[config.mk]
export PLATFORM = sky130hd
export DESIGN_NAME = write_asmd_flat
export DESIGN_NICKNAME = d
export VERILOG_FILES = /design/src/rtl/write_asmd_if.sv /design/src/rtl/write_asmd.sv /design/src/flat_wrapper.sv
export SDC_FILE = /design/constraint.sdc
export NUM_CORES = 1
export LEC_CHECK = 0
export CAP_MARGIN = 40
export CORE_ASPECT_RATIO = 0.7
export CORE_MARGIN = 3
export CORE_UTILIZATION = 30
export DETAILED_ROUTE_END_ITERATION = 7
export SETUP_SLACK_MARGIN = 0.5
export SLEW_MARGIN = 20
export SYNTH_ARGS = -nofsm -noshare
export SYNTH_HDL_FRONTEND = slang
export SYNTH_SLANG_ARGS = --single-unit
[constraint.sdc]
create_clock -name clk -period 3 [get_ports clk]
set_input_delay 0.6 -clock clk [delete_from_list [all_inputs] [get_ports clk]]
set_output_delay 0.6 -clock clk [all_outputs]
set_load 0.03 [all_outputs]
[src/rtl/write_asmd_if.sv]
// Half-word stream in, packed memory-word write port out, for the row-write controller.
interface write_asmd_if #(
    parameter int unsigned DATA_W = 16,
    parameter int unsigned ROW_W  = 5,
    parameter int unsigned COL_W  = 4
);
    logic [ROW_W-1:0]       in_addr;
    logic                   write_en;
    logic                   in_valid;
    logic [DATA_W-1:0]      in_data;
    logic                   in_ready;
    logic                   wr_en;
    logic [ROW_W+COL_W-1:0] wr_addr;
    logic [2*DATA_W-1:0]    wr_data;
    logic                   busy;
    logic                   done;

    modport master (
        output in_addr, write_en, in_valid, in_data,
        input  in_ready, wr_en, wr_addr, wr_data, busy, done
    );

    modport slave (
        input  in_addr, write_en, in_valid, in_data,
        output in_ready, wr_en, wr_addr, wr_data, busy, done
    );
endinterface

[src/rtl/write_asmd.sv]
// Row-write controller: packs lower/upper half-word pairs into full words and
// writes one row of 2**COL_W consecutive words at {base_addr, counter}.
module write_asmd #(
    parameter int unsigned DATA_W = 16,
    parameter int unsigned ROW_W  = 5,
    parameter int unsigned COL_W  = 4
) (
    input  logic               clk,
    input  logic               rst,
    write_asmd_if.slave        bus
);
    localparam int unsigned ADDR_W = ROW_W + COL_W;
    localparam int unsigned WORD_W = 2 * DATA_W;
    localparam logic [COL_W-1:0] COL_LAST = '1;

    typedef enum logic [1:0] {
        IDLE  = 2'd0,
        LOWER = 2'd1,
        UPPER = 2'd2
    } state_t;

    state_t              state_q;
    logic [ROW_W-1:0]    base_q;
    logic [COL_W-1:0]    counter_q;
    logic [DATA_W-1:0]   lower_q;
    logic                wr_en_q;
    logic [ADDR_W-1:0]   wr_addr_q;
    logic [WORD_W-1:0]   wr_data_q;
    logic                done_q;

    // Strobes default low each cycle; address/data hold between writes.
    always_ff @(posedge clk or posedge rst) begin
        if (rst) begin
            state_q   <= IDLE;
            base_q    <= '0;
            counter_q <= '0;
            lower_q   <= '0;
            wr_en_q   <= 1'b0;
            wr_addr_q <= '0;
            wr_data_q <= '0;
            done_q    <= 1'b0;
        end else begin
            wr_en_q <= 1'b0;
            done_q  <= 1'b0;
            case (state_q)
                IDLE: begin
                    if (bus.write_en) begin
                        base_q    <= bus.in_addr;
                        counter_q <= '0;
                        state_q   <= LOWER;
                    end
                end
                LOWER: begin
                    if (bus.in_valid) begin
                        lower_q <= bus.in_data;
                        state_q <= UPPER;
                    end
                end
                UPPER: begin
                    if (bus.in_valid) begin
                        wr_data_q <= {bus.in_data, lower_q};
                        wr_addr_q <= {base_q, counter_q};
                        wr_en_q   <= 1'b1;
                        // Last column closes the row instead of wrapping.
                        if (counter_q == COL_LAST) begin
                            done_q  <= 1'b1;
                            state_q <= IDLE;
                        end else begin
                            counter_q <= counter_q + COL_W'(1);
                            state_q   <= LOWER;
                        end
                    end
                end
                default: state_q <= IDLE;
            endcase
        end
    end

    assign bus.in_ready = (state_q == LOWER) || (state_q == UPPER);
    assign bus.busy     = (state_q == LOWER) || (state_q == UPPER);
    assign bus.wr_en    = wr_en_q;
    assign bus.wr_addr  = wr_addr_q;
    assign bus.wr_data  = wr_data_q;
    assign bus.done     = done_q;
endmodule
[src/flat_wrapper.sv]
// flat-port wrapper written by rule: the top's interface ports become plain ports
module write_asmd_flat 
#(
    parameter int unsigned DATA_W = 16,
    parameter int unsigned ROW_W  = 5,
    parameter int unsigned COL_W  = 4
)
  (clk, rst, bus_in_addr, bus_write_en, bus_in_valid, bus_in_data, bus_in_ready, bus_wr_en, bus_wr_addr, bus_wr_data, bus_busy, bus_done);
  write_asmd_if #(.DATA_W(DATA_W), .ROW_W(ROW_W), .COL_W(COL_W)) bus_i ();
  input  logic clk;
  input  logic rst;
  input wire logic [$bits(bus_i.in_addr)-1:0] bus_in_addr;
  input wire logic [$bits(bus_i.write_en)-1:0] bus_write_en;
  input wire logic [$bits(bus_i.in_valid)-1:0] bus_in_valid;
  input wire logic [$bits(bus_i.in_data)-1:0] bus_in_data;
  output wire logic [$bits(bus_i.in_ready)-1:0] bus_in_ready;
  output wire logic [$bits(bus_i.wr_en)-1:0] bus_wr_en;
  output wire logic [$bits(bus_i.wr_addr)-1:0] bus_wr_addr;
  output wire logic [$bits(bus_i.wr_data)-1:0] bus_wr_data;
  output wire logic [$bits(bus_i.busy)-1:0] bus_busy;
  output wire logic [$bits(bus_i.done)-1:0] bus_done;
  assign bus_i.in_addr = bus_in_addr;
  assign bus_i.write_en = bus_write_en;
  assign bus_i.in_valid = bus_in_valid;
  assign bus_i.in_data = bus_in_data;
  assign bus_in_ready = bus_i.in_ready;
  assign bus_wr_en = bus_i.wr_en;
  assign bus_wr_addr = bus_i.wr_addr;
  assign bus_wr_data = bus_i.wr_data;
  assign bus_busy = bus_i.busy;
  assign bus_done = bus_i.done;
  write_asmd #(.DATA_W(DATA_W), .ROW_W(ROW_W), .COL_W(COL_W)) u_core (.clk(clk), .rst(rst), .bus(bus_i));
endmodule
==> flow_metrics.py <==
metrics = {
    "grt": {
        "grt_pass1_wl_um": 9066,
        "grt_usage_pct": 11.49,
        "largest_net_degree_at_the_start_of_global_routing": 35,
        "grt_overflow_total": 0,
        "antenna_found_initial": 0,
        "first_global_vias": 1769,
    },
    "placement": {
        "gp_congestion": 0.6908,
        "io_buffer_count": 69,
        "post-dp-hpwl_um": 3786,
        "placement.cell_area_um2": 3612,
    },
    "timing": {
        "period_needed_ns": 2.022,
        "min_period_over_period_pct": 67.42,
        "final_hold_viol_count": 0,
        "fin_max_slew_vios": 0,
        "worst_slew_pin_slew_ns": 0.6911,
        "clock-skew-final_ns": 0.003432,
        "timing.fmax_ghz": 0.4944,
        "timing.hold.ws_ns": 0.4938,
        "report.final.setup_viol": 0,
        "grt_setup_unrepaired": "no",
        "fin_tns_setup_ns": 0,
        "worst_slew_margin_rel_pct": 53.86,
    },
    "die": {
        "num_rows": 28,
        "initial_util_pct": 31.81,
        "die_width_um": 120.7,
        "io_pins": 70,
        "die_h_um": 86.31,
        "floorplan.die_area_um2": 10420,
        "core_um2": 8688,
    },
    "setup_path": {
        "cp_cell_sequence": "inv_1 > ha_1 > dlymetal6s2s_1",
        "worst-endpoint-arrival_ns": 1.42,
        "cp-end-kind": "output port",
        "start_kind": "flip-flop",
        "rr_startpoint": "u_core.state_q[0]$_DFFE_PP0P_",
        "path_buf_inv": 2,
        "required_time_at_the_endpoint_of_the_critical_path_ns": 2.40,
        "critPathLaunch": "u_core.state_q[0]$_DFFE_PP0P_",
        "maximum_fanout_along_the_worst_path": 5,
        "critical_path.top_delay_family": "flip-flops",
        "critPathKind": "flip-flop to output port",
        "critPathMaxStageDelay_ns": 0.42,
        "slowest_stage": "sky130_fd_sc_hd__dfrtp_1",
    },
    "yosys": {
        "post_synth_main_area_contributors": "sky130_fd_sc_hd__dfrtp_1 63%, sky130_fd_sc_hd__mux2_2 25%, sky130_fd_sc_hd__ha_1 2.7%, sky130_fd_sc_hd__nand2_1 1.2%, sky130_fd_sc_hd__buf_6 0.81%",
        "post-synth-top-count-cell": "sky130_fd_sc_hd__dfrtp_1",
        "synth_seq_cells": 70,
        "syn_nets": 208,
        "yosys.area.top_type": "sky130_fd_sc_hd__dfrtp_1",
        "ys.warnings.count": 0,
        "synthesis.instances": 177,
        "synth_commonest_cells": "70 x sky130_fd_sc_hd__dfrtp_1, 62 x sky130_fd_sc_hd__mux2_2, 9 x sky130_fd_sc_hd__nand2_1",
        "post-synth-top-area-fraction_pct": 63.38,
        "synthesized_area_per_cell_um2": 15.62,
        "synth-async-reset-ratio_pct": 100.0,
        "synth_edf_count": 0,
        "post_synth_instance_area_um2": 2764,
        "ys_types": 24,
        "synth-main-ff-cell": "sky130_fd_sc_hd__dfrtp_1",
        "yosysSeqAreaShare_pct": 63.38,
    },
    "layout": {
        "num-fill-cells": 838,
        "drive_above_1_share_pct": 32.82,
        "final_area_um2": 3892,
        "antenna-diode-count": 0,
        "layout.nets": 287,
        "area_growth_syn_to_layout_pct": 40.83,
    },
    "hold_path": {
        "min-delay-start": "u_core.lower_q[14]$_DFFE_PP0P_",
        "hold_path_class": "flip-flop to flip-flop",
    },
    "drt": {
        "first_pass_iters": 4,
        "drc": 0,
        "drtIter0Drc": 82,
        "wl_per_cell_um": 14.20,
        "ant_nets": 0,
        "drt-vias-per-instance": 4.309,
        "via_count": 1633,
        "detail_route.wirelength_um": 5380,
    },
    "clock_tree": {
        "clock_tree.root_cell": "sky130_fd_sc_hd__clkbuf_16",
        "cts_setup_buffers": 0,
        "cts.hold.buffers_added": 0,
        "cts.sink_count": 70,
        "max-clock-path-buffers": 2,
        "cts_tree": "built",
        "numCtsBuffers": 9,
        "insertion_delay_ns": 0.33,
        "clkSlewWorstSetupHoldPaths_ns": 0.05,
        "cts_h_tree_depth": 3,
    },
    "power_and_ir_drop": {
        "vdd_ir_max_mv": 0.4732,
        "p_leak_nw": 1.699,
        "power-per-cell-area_nw_per_um2": 1162,
    },
    "flow_run": {
        "max_cap_viol_count": 0,
    },
    "status": {
        "run_status": "complete, no violations",
    },
}
==> state kept, by name, summed over array words and instances (netlist names) <==
signal / cells
u_core.bus.wr_en: 1
u_core.lower_q: 16
u_core.bus.wr_data: 32
u_core.bus.done: 1
u_core.state_q: 2
u_core.base_q: 5
u_core.bus.wr_addr: 9
u_core.counter_q: 4
==> power by group <==
group	internal, mW	switching (mW)
Sequential	1.38	0.224
Combinational	0.956	0.988
Clock	0.616	0.362
Total	2.95	1.57
==> final timing paths <==
kind | cells past startpoint | slack [ns] | to
max in group asynchronous | 3 | 1.55 | u_core.bus.wr_addr[0]$_DFFE_PP0P_
max | 3 | 0.98 | bus_in_ready
max reg2reg | 6 | 1.05 | u_core.counter_q[2]$_DFFE_PP0P_
min | 1 | 0.49 | u_core.bus.wr_data[14]$_DFFE_PP0P_
min reg2reg | 1 | 0.49 | u_core.bus.wr_data[14]$_DFFE_PP0P_
min in group asynchronous | 2 | 0.70 | u_core.lower_q[6]$_DFFE_PP0P_
==> layer usage <==
metal | GRT usage, % | wire, µm
met5 | 0 | 0
met4 | 4.938 | 77
met3 | 5.349 | 393
met2 | 16.02 | 2282
met1 | 15.33 | 2627
==> area by class of cell <==
type / count / area [µm²] / share of cell area [%]
Timing Repair Buffer: 74 / 745.7 / 19.16
Clock inverter: 1 / 5.005 / 0.1286
Inverter: 5 / 20.02 / 0.5143
Multi-Input combinational cell: 96 / 949.7 / 24.40
Tap cell: 120 / 150.1 / 3.857
Sequential cell: 70 / 1752 / 45.00
Clock buffer: 13 / 270.3 / 6.943
==> what timing repair did <==
| action | CTS | global route |
|---|---|---|
| endpoints found under the setup margin | 0 | 2 |
| endpoints found under the hold margin | 0 | 0 |
| gates resized for setup | 0 | 2 |
==> stage by stage <==
stage          instances  power [mW]  util, %  worst slack [ns]
2_1_floorplan        177       2.829        -            0.6318
6_report             379       4.524    44.80            0.9775
3_3_place_gp         365       3.564    41.58            0.7739
3_5_place_dp         365       3.598    41.58            0.7005
5_1_grt              379       4.788    44.80            0.8289
4_1_cts              379       4.602    44.74            0.5507
==> cell usage in the layout (no fill, tap or decap), types with 2 or more instances in the layout <==
cell type	netlist	layout
sky130_fd_sc_hd__buf_4	1	4
sky130_fd_sc_hd__clkbuf_16	0	9
sky130_fd_sc_hd__clkbuf_8	0	3
sky130_fd_sc_hd__clkdlybuf4s50_1	0	67
sky130_fd_sc_hd__clkinv_2	1	2
sky130_fd_sc_hd__dfrtp_1	70	70
sky130_fd_sc_hd__dlymetal6s2s_1	0	2
sky130_fd_sc_hd__ha_1	6	6
sky130_fd_sc_hd__inv_1	4	3
sky130_fd_sc_hd__mux2_2	62	62
sky130_fd_sc_hd__mux2i_1	2	2
sky130_fd_sc_hd__nand2_1	9	8
sky130_fd_sc_hd__nand3_1	3	3
sky130_fd_sc_hd__o32ai_1	2	2
==> logic make-up after synthesis <==
| group | count (synthesis) | share of synthesized area, % |
|---|---|---|
| AOI/OAI and AO/OA | 6 | 1.630 |
| adders and majority gates | 6 | 2.716 |
| buffers and inverters | 11 | 2.354 |
| DFF | 70 | 63.38 |
| muxes | 65 | 26.39 |
| and+or+nand+nor | 19 | 3.531 |
(Power assumes the default switching activity.)
